<file path="src/rtl/useq_pkg.sv">
// Shared definitions for the microsequencer.
// Holds the microword field positions, the SEQ opcode encodings,
// the blanking constants for the display and a small decode helper.
package useq_pkg;

    // Microword field bit positions
    localparam int SEQ_HI  = 21;
    localparam int SEQ_LO  = 19;
    localparam int ADDR_HI = 18;
    localparam int ADDR_LO = 14;
    localparam int SEG_HI  = 13;
    localparam int SEG_LO  = 7;
    localparam int AN_HI   = 6;
    localparam int AN_LO   = 3;
    localparam int LED_HI  = 2;
    localparam int LED_LO  = 0;

    // SEQ opcodes
    localparam logic [2:0] SEQ_JMP   = 3'b000;
    localparam logic [2:0] SEQ_INC   = 3'b001;
    localparam logic [2:0] SEQ_BR0   = 3'b010;
    localparam logic [2:0] SEQ_BR1   = 3'b011;
    localparam logic [2:0] SEQ_BRN0  = 3'b100;
    localparam logic [2:0] SEQ_WAIT  = 3'b101;
    localparam logic [2:0] SEQ_WAITJ = 3'b110;
    localparam logic [2:0] SEQ_HALT  = 3'b111;

    // Display blanking values (active-low outputs)
    localparam logic [6:0] SEG_OFF = 7'h7F;
    localparam logic [3:0] AN_OFF  = 4'hF;

    function automatic logic is_wait_code(input logic [2:0] seq);
        return (seq == SEQ_WAIT) || (seq == SEQ_WAITJ);
    endfunction

endpackage

</file>
<file path="src/rtl/sync_2ff.sv">
// Two-flop synchronizer for asynchronous inputs.
// Ports:
//   clk    - system clock
//   rst_n  - asynchronous active-low reset, clears both stages to 0
//   d      - asynchronous input bus (each bit synchronized independently)
//   q      - synchronized output, two cycles of latency
module sync_2ff #(
    parameter int unsigned W = 1
) (
    input  logic         clk,
    input  logic         rst_n,
    input  logic [W-1:0] d,
    output logic [W-1:0] q
);

    logic [W-1:0] meta;
    logic [W-1:0] sync;

    always_ff @(posedge clk or negedge rst_n) begin
        if (!rst_n) begin
            meta <= '0;
            sync <= '0;
        end else begin
            meta <= d;
            sync <= meta;
        end
    end

    assign q = sync;

endmodule

</file>
<file path="src/rtl/useq_secuenciador.sv">
// Microsequencer: holds the micro-program counter (uPC), addresses the
// combinational microprogram ROM and registers the returned microword
// onto the board display and status LEDs.
// Ports:
//   CLK      - system clock
//   RESET_N  - asynchronous active-low reset
//   COND     - asynchronous condition inputs, synchronized internally
//   MICRO    - microword returned by the ROM for the current DIR
//   PASO     - single-step button (only with USEQ_STEP_EN)
//   DIR      - ROM address, driven straight from uPC
//   SEG      - 7-segment pattern, active-low, registered
//   AN       - anode enables, active-low, registered
//   LED      - status field, registered
// Build option: define USEQ_STEP_EN to add PASO; uPC and the wait prescaler
// then advance only once per synchronized rising edge of PASO.
module useq_secuenciador
    import useq_pkg::*;
#(
    parameter int unsigned AW  = 5,
    parameter int unsigned DW  = 22,
    parameter int unsigned DIV = 50000000
) (
    input  logic          CLK,
    input  logic          RESET_N,
    input  logic [1:0]    COND,
    input  logic [DW-1:0] MICRO,
`ifdef USEQ_STEP_EN
    input  logic          PASO,
`endif
    output logic [AW-1:0] DIR,
    output logic [6:0]    SEG,
    output logic [3:0]    AN,
    output logic [2:0]    LED
);

    localparam int unsigned CW = $clog2(DIV);
    localparam logic [CW-1:0] CNT_LAST = CW'(DIV - 1);

    logic [AW-1:0] upc_q, upc_d, upc_inc;
    logic [CW-1:0] cnt_q, cnt_d;
    logic [1:0]    cs;
    logic          step;
    logic          tick;
    logic          in_wait;
    logic [2:0]    seq;
    logic [AW-1:0] addr;
    logic [6:0]    seg_q;
    logic [3:0]    an_q;
    logic [2:0]    led_q;

    assign seq  = MICRO[SEQ_HI:SEQ_LO];
    assign addr = MICRO[ADDR_HI:ADDR_LO];

    sync_2ff #(
        .W (2)
    ) u_cond_sync (
        .clk   (CLK),
        .rst_n (RESET_N),
        .d     (COND),
        .q     (cs)
    );

`ifdef USEQ_STEP_EN
    logic paso_s;
    logic paso_prev;
    logic pulse_q;

    sync_2ff #(
        .W (1)
    ) u_paso_sync (
        .clk   (CLK),
        .rst_n (RESET_N),
        .d     (PASO),
        .q     (paso_s)
    );

    // Registered rising-edge detect: one step per press
    always_ff @(posedge CLK or negedge RESET_N) begin
        if (!RESET_N) begin
            paso_prev <= 1'b0;
            pulse_q   <= 1'b0;
        end else begin
            paso_prev <= paso_s;
            pulse_q   <= paso_s & ~paso_prev;
        end
    end

    assign step = pulse_q;
`else
    assign step = 1'b1;
`endif

    assign upc_inc = upc_q + AW'(1);
    assign tick    = (cnt_q == CNT_LAST);
    assign in_wait = is_wait_code(seq);

    // Next-address selection
    always_comb begin
        upc_d = upc_q;
        if (step) begin
            case (seq)
                SEQ_JMP:   upc_d = addr;
                SEQ_INC:   upc_d = upc_inc;
                SEQ_BR0:   upc_d = cs[0] ? addr : upc_inc;
                SEQ_BR1:   upc_d = cs[1] ? addr : upc_inc;
                SEQ_BRN0:  upc_d = !cs[0] ? addr : upc_inc;
                SEQ_WAIT:  upc_d = tick ? upc_inc : upc_q;
                SEQ_WAITJ: upc_d = tick ? addr : upc_q;
                SEQ_HALT:  upc_d = upc_q;
                default:   upc_d = upc_q;
            endcase
        end
    end

    // Prescaler: runs only under a wait code; a wait advances exactly on tick,
    // so clearing on tick also clears it on the cycle uPC moves (and keeps a
    // WAITJ self-loop from overrunning DIV-1).
    always_comb begin
        cnt_d = cnt_q;
        if (!in_wait) begin
            cnt_d = '0;
        end else if (step) begin
            cnt_d = tick ? '0 : cnt_q + CW'(1);
        end
    end

    always_ff @(posedge CLK or negedge RESET_N) begin
        if (!RESET_N) begin
            upc_q <= '0;
            cnt_q <= '0;
        end else begin
            upc_q <= upc_d;
            cnt_q <= cnt_d;
        end
    end

    // Display fields follow the word at DIR one cycle later, every cycle
    always_ff @(posedge CLK or negedge RESET_N) begin
        if (!RESET_N) begin
            seg_q <= SEG_OFF;
            an_q  <= AN_OFF;
            led_q <= 3'b000;
        end else begin
            seg_q <= MICRO[SEG_HI:SEG_LO];
            an_q  <= MICRO[AN_HI:AN_LO];
            led_q <= MICRO[LED_HI:LED_LO];
        end
    end

    assign DIR = upc_q;
    assign SEG = seg_q;
    assign AN  = an_q;
    assign LED = led_q;

endmodule

</file>
<file path="config.mk">
export PLATFORM = sky130hd
export DESIGN_NAME = useq_secuenciador
export DESIGN_NICKNAME = d
export VERILOG_FILES = /design/src/rtl/useq_pkg.sv /design/src/rtl/sync_2ff.sv /design/src/rtl/useq_secuenciador.sv
export SDC_FILE = /design/constraint.sdc
export NUM_CORES = 1
export LEC_CHECK = 0
export CAP_MARGIN = 10
export CORE_UTILIZATION = 30
export CTS_CLUSTER_DIAMETER = 120
export DETAILED_ROUTE_END_ITERATION = 12
export PLACE_DENSITY_LB_ADDON = 0.05
export SETUP_SLACK_MARGIN = 0.05
export SLEW_MARGIN = 20
export SYNTH_ARGS = -nofsm -noshare
export SYNTH_HDL_FRONTEND = slang
export SYNTH_SLANG_ARGS = --single-unit
</file>
<file path="constraint.sdc">
create_clock -name CLK -period 4.54 [get_ports CLK]
set_input_delay 0.908 -clock CLK [delete_from_list [all_inputs] [get_ports CLK]]
set_output_delay 0.908 -clock CLK [all_outputs]
set_load 0.01 [all_outputs]
</file>
# [Yosys cells after proc, flatten, opt, wreduce, memory -nomap -nowiden]
# Cells that the tools add are included.
[totals] ff_bits=49 input_bits=26 out_inout_bits=19 word_cells=31
[op_classes] add_sub_neg=2 eq_ne=10 n_mux=8 n_bitwise=1 n_reduce_logical=3
[ops] op="26-bit two-way mux" n=2
[ops] op="5-bit case mux with 7 select lines" n=1
[ops] op="26-bit by 1-bit adder with 26-bit output, second input constant" n=1
[ops] op="26-bit equality test, second input constant" n=1
[ops] op="5-bit two-way mux" n=5
[ops] op="3-bit equality test, second input constant" n=4
[ops] op="3-bit by 2-bit equality test with 1-bit output, second input constant" n=2
[ops] op="5-bit by 1-bit adder with 5-bit output, second input constant" n=1
[ops] op="2-bit != test, second input constant" n=2
[ops] op="3-bit by 1-bit equality test with 1-bit output, second input constant" n=1
[ops] op="3-bit zero test" n=1
[ops] op="3-bit AND reduction" n=1
[ops] op="1-bit logical OR" n=1
[ops] op="1-bit NOT" n=1

# [Depth between registers and ports, before layout]
[logic_depth] word_depth=3 depth_mapped=7 mapped_depth_nobuf=6

# [Hierarchy]
# Synthesis repeated with hierarchy kept, for this count alone.
[hier_totals] cells_unflattened=199 area_unflattened_um2=2244.7
[by_module_without_submodules] mod="useq_secuenciador" instances=1 cells_each=195 area_per_inst_um2=2144.6
[by_module_without_submodules] mod="sync_2ff" instances=1 cells_each=4 area_per_inst_um2=100.1

# [Least setup slack after synthesis]
# Ideal clock, no wire load.
[synth_path] path_kind="input to register" startpoint="in MICRO[21]" endpoint="reg upc_q[3] (netlist: DIR[3])" setup_ps=126 t_arrival_ps=2045 t_required_ps=4414 path_slack_ps=2369 stages=6 n_path_buf=1 cell_sequence="or4b_1 -> o221a_2 -> buf_6 -> a31o_1 -> a31oi_1 -> a21oi_1"
[synth_via] elab_chain_len=3 elab_cells_between_ends=13 cone_classes="9 x eq/ne; 1 x mux; 1 x bitwise; 2 x reduce/logical"
[synth_rtl] item="from (decl)" line="useq_secuenciador.sv:26" text="input logic [DW-1:0] MICRO,"
[synth_rtl] item="3-bit equality test" line="useq_secuenciador.sv:101" text="case (seq)"
[synth_rtl] item="2-bit != test (no line) / 1-bit NOT (equally long branches)"
[synth_rtl] item="3-bit AND reduction (no line)"
[synth_rtl] item="to (signal assigned)" line="useq_secuenciador.sv:132" text="upc_q <= upc_d;"
[synth_rtl] item="to (decl)" line="useq_secuenciador.sv:39" text="logic [AW-1:0] upc_q, upc_d, upc_inc;"
# Several ways; a longest one is shown, not always the timed one.
# A chain may end at the register's enable or synchronous reset.

# [Final worst setup path]
[layout_path] startpoint="in MICRO[20]" endpoint="reg upc_q[3] (netlist: DIR[3])"
# The elaborated chain is that of the path after synthesis.

==> results.sh <==
export IMPL_fin_total_pwr_uw=884
export IMPL_floorplan_die_width_um=86.7
export IMPL_via_per_inst=4.54
export IMPL_grt_pass1_wl_um=7510
export IMPL_synth_most_common_cell="dfrtp_1"
export IMPL_clock_power_share_pct=30.5
export IMPL_grt_overflow_total=0
export IMPL_drc=0
export IMPL_synth_xor_area_share_pct=10.2
export IMPL_drt_initial_drc_count=61
export IMPL_finalMaxSlewViolations=0
export IMPL_synth_compound_area_share_pct=5.47
export IMPL_maxCapViolations=0
export IMPL_numPlacedInstances=328
export IMPL_grt_pass1_vias=1598
export IMPL_area_growth_pct=29.8
export IMPL_synthMuxAreaShare_pct=1.40
export IMPL_internal_power_uw=649
export IMPL_avgSynthCellArea_um2=11.3
export IMPL_syn_area_um2=2150
export IMPL_drtAntennaViolNets=0
export IMPL_cts_max_level=2
export IMPL_fin_util_pct=40.7
export IMPL_finalCritPeriodShare_pct=52.5
export IMPL_pin_count=45
export IMPL_synthCells=190
export IMPL_crit_chain="clkdlybuf4s50_1, or4b_1, o221a_2, a31o_1, a31oi_1, a21oi_1"
export IMPL_status="finished clean"
export IMPL_antennaDiodeCount=0
export IMPL_cts_resized_gates=0
export IMPL_fp_dieArea_um2=7520
export IMPL_critPathArrivalTime_ps=2570
export IMPL_yosys_top_cells_count="dfrtp_1 (38), nor2_1 (28), xor2_1 (15)"
export IMPL_max_freq_ghz=0.419
export IMPL_synth_top_family_by_area="simple AND/OR/NAND/NOR gates"
export IMPL_worst_pin_slew_ps=554
export IMPL_async_reset_ff_share_pct=100
export IMPL_portBuffers=44
export IMPL_critPathMaxFanout=10
export IMPL_rsz0062_at_grt="false"
export IMPL_path_class="in2reg"
export IMPL_hold_buffers=0
export IMPL_yosysWarnings=0
export IMPL_ys_ff_latch=49
export IMPL_synth_edf_count=0
export IMPL_vias=1525
export IMPL_dr_pass1_iters=4
export IMPL_wire_per_inst_um=12.9
export IMPL_hold_path_class="reg2reg"
export IMPL_final_hold_violation_count=0
export IMPL_slowest_stage="clkdlybuf4s50_1"
export IMPL_p_sw_share_pct=26.6
export IMPL_synthesis_nets=219
export IMPL_yosys_area_top_type="dfrtp_1"
export IMPL_synth_main_ff_cell="dfrtp_1"
export IMPL_die_y_um=86.7
export IMPL_dpl_instance_area_um2=2700
export IMPL_slowest_delay_ps=570
export IMPL_ys_seq_area_share_pct=57.6
export IMPL_final_cells=336
export IMPL_cts_root_buf="clkbuf_8"
export IMPL_cts_tree="built"
export IMPL_synth_area_leaders="dfrtp_1 (44%), dfstp_2 (13%), xor2_1 (6.1%)"
export IMPL_num_fill_cells=669
export IMPL_antenna_found_initial=0
export IMPL_endpoint_kind="flip-flop"
export IMPL_cts_sink_count=49
export IMPL_p_per_area_nw_per_um2=316
export IMPL_post_route_min_period_ps=2380
export IMPL_setup_viol=0
export IMPL_skew_ps=5.96
export IMPL_p_sw_uw=235
export IMPL_slew_headroom_pct=63.0
export IMPL_start_kind="input pin"
export IMPL_grt_max_degree=27
export IMPL_critPathRequiredTime_ps=4730
export IMPL_synth_top_cell_area_share_pct=44.2
export IMPL_dp_hpwl_um=2960
export IMPL_clkTransAtPathRegs_ps=100
export IMPL_peakVddDrop_uv=189
export IMPL_seq_power_share_pct=54.6
export IMPL_cts_made_buffers=5
export IMPL_clockBufferDepth=2
export IMPL_grt_use_total_pct=13.1
export IMPL_rows=30
export IMPL_power_leakage_nw=1.12
export IMPL_start_util_pct=31.3
export IMPL_drt_total_wl_um=4340
export IMPL_yosys_area_share_adder_pct=1.74
export IMPL_nets=268
export IMPL_fin_area_um2=2790
export IMPL_finalSetupTns_ps=0
export IMPL_synthSimpleGateAreaFrac_pct=21.3
export IMPL_post_cts_buffers=0
export IMPL_core_um2=6870
export IMPL_gp_congestion=0.705
export IMPL_synth_cell_type_count=37
export IMPL_insertion_delay_ps=300
export IMPL_drive_gt1_share_pct=12.1
export IMPL_p_comb_share_pct=14.9
-- worst max-delay path, delay by kind of cell --
kind	cells	cell delay [ps]
AO/OA/AOI/OAI	4	650
AND/OR/NAND/NOR	1	450
buffers and inverters	1	570
-- registers in the layout, indices dropped and copies added (netlist names) --
register          flops
u_cond_sync.meta      2
u_cond_sync.q         2
SEG                   7
AN                    4
cnt_q                26
DIR                   5
LED                   3
-- worst paths after layout --
| path | startpoint | end | slack (ps) | depth (start not counted) |
|---|---|---|---|---|
| max | MICRO[20] | DIR[3]$_DFFE_PN0P_ | 2160 | 6 |
| min | u_cond_sync.meta[0]$_DFF_PN0_ | u_cond_sync.q[0]$_DFF_PN0_ | 360 | 0 |
| min reg2reg | u_cond_sync.meta[0]$_DFF_PN0_ | u_cond_sync.q[0]$_DFF_PN0_ | 360 | 0 |
| max reg2reg | cnt_q[8]$_DFF_PN0_ | cnt_q[3]$_DFF_PN0_ | 2580 | 5 |
| max in group asynchronous | RESET_N | SEG[2]$_DFF_PN1_ | 3180 | 2 |
| min in group asynchronous | RESET_N | cnt_q[22]$_DFF_PN0_ | 580 | 1 |
-- per-layer routing --
layer / track usage (%) / up-vias / wire length (um) / part of all wire, %
met1: 17.9 / 734 / 2110 / 49
met3: 3.52 / 5 / 202 / 4.7
met5: 0 / - / 0 / 0
li1: - / 750 / - / -
met4: 5.00 / 0 / 55 / 1.3
met2: 20.1 / 36 / 1970 / 46
-- power groups by stage --
stage	sequential (mW)	combinational [mW]	clock, mW
5_1_grt	0.487	0.145	0.302
6_report	0.483	0.132	0.269
4_1_cts	0.483	0.134	0.286
3_3_place_gp	0.491	0.135	0
2_1_floorplan	0.497	0.0476	0
3_5_place_dp	0.491	0.134	0
-- cell type report --
class,instances,area (um^2),share of cell area (%)
Multi-Input combinational cell,132,871,31.2
Timing Repair Buffer,46,450,16.1
Clock inverter,3,25.0,0.896
Clock buffer,5,68.8,2.46
Tap cell,96,120,4.30
Sequential cell,49,1240,44.4
Inverter,5,18.8,0.672
-- per-stage QoR --
| step | hold slack (ps) | worst slack, ps |
|---|---|---|
| final | 357 | 2160 |
| after global routing | 378 | 2090 |
| after CTS | 362 | 2170 |
| after detailed placement | 337 | 1830 |
| after global placement | 333 | 1850 |
| after floorplan | 331 | 2370 |
-- placed cells by master (no fill, tap or decap), drive strengths merged, types with 2 or more instances in the layout --
cell type      instances
nand3b                 2
nand4                  8
dfrtp                 38
clkdlybuf4s50         43
nor2                  28
clkbuf                 5
mux2i                  3
xor2                  15
nor3                   3
buf                    3
and2                   3
xnor2                 10
nand2                  9
nor4                   3
inv                    7
a21oi                  6
a31oi                  4
nand3                 15
ha                     3
and3                   5
dfstp                 11
a31o                   3
or2b                   2
-- cells by family (layout without fill, tap and decap cells) --
group / after synthesis / count (layout)
compound gates: 17 / 17
mux: 3 / 3
flops: 49 / 49
simple gates: 84 / 84
buf+inv: 9 / 59
xor+xnor: 25 / 25
fa+ha+maj: 3 / 3
No activity file was read; power rests on OpenSTA's default activity.
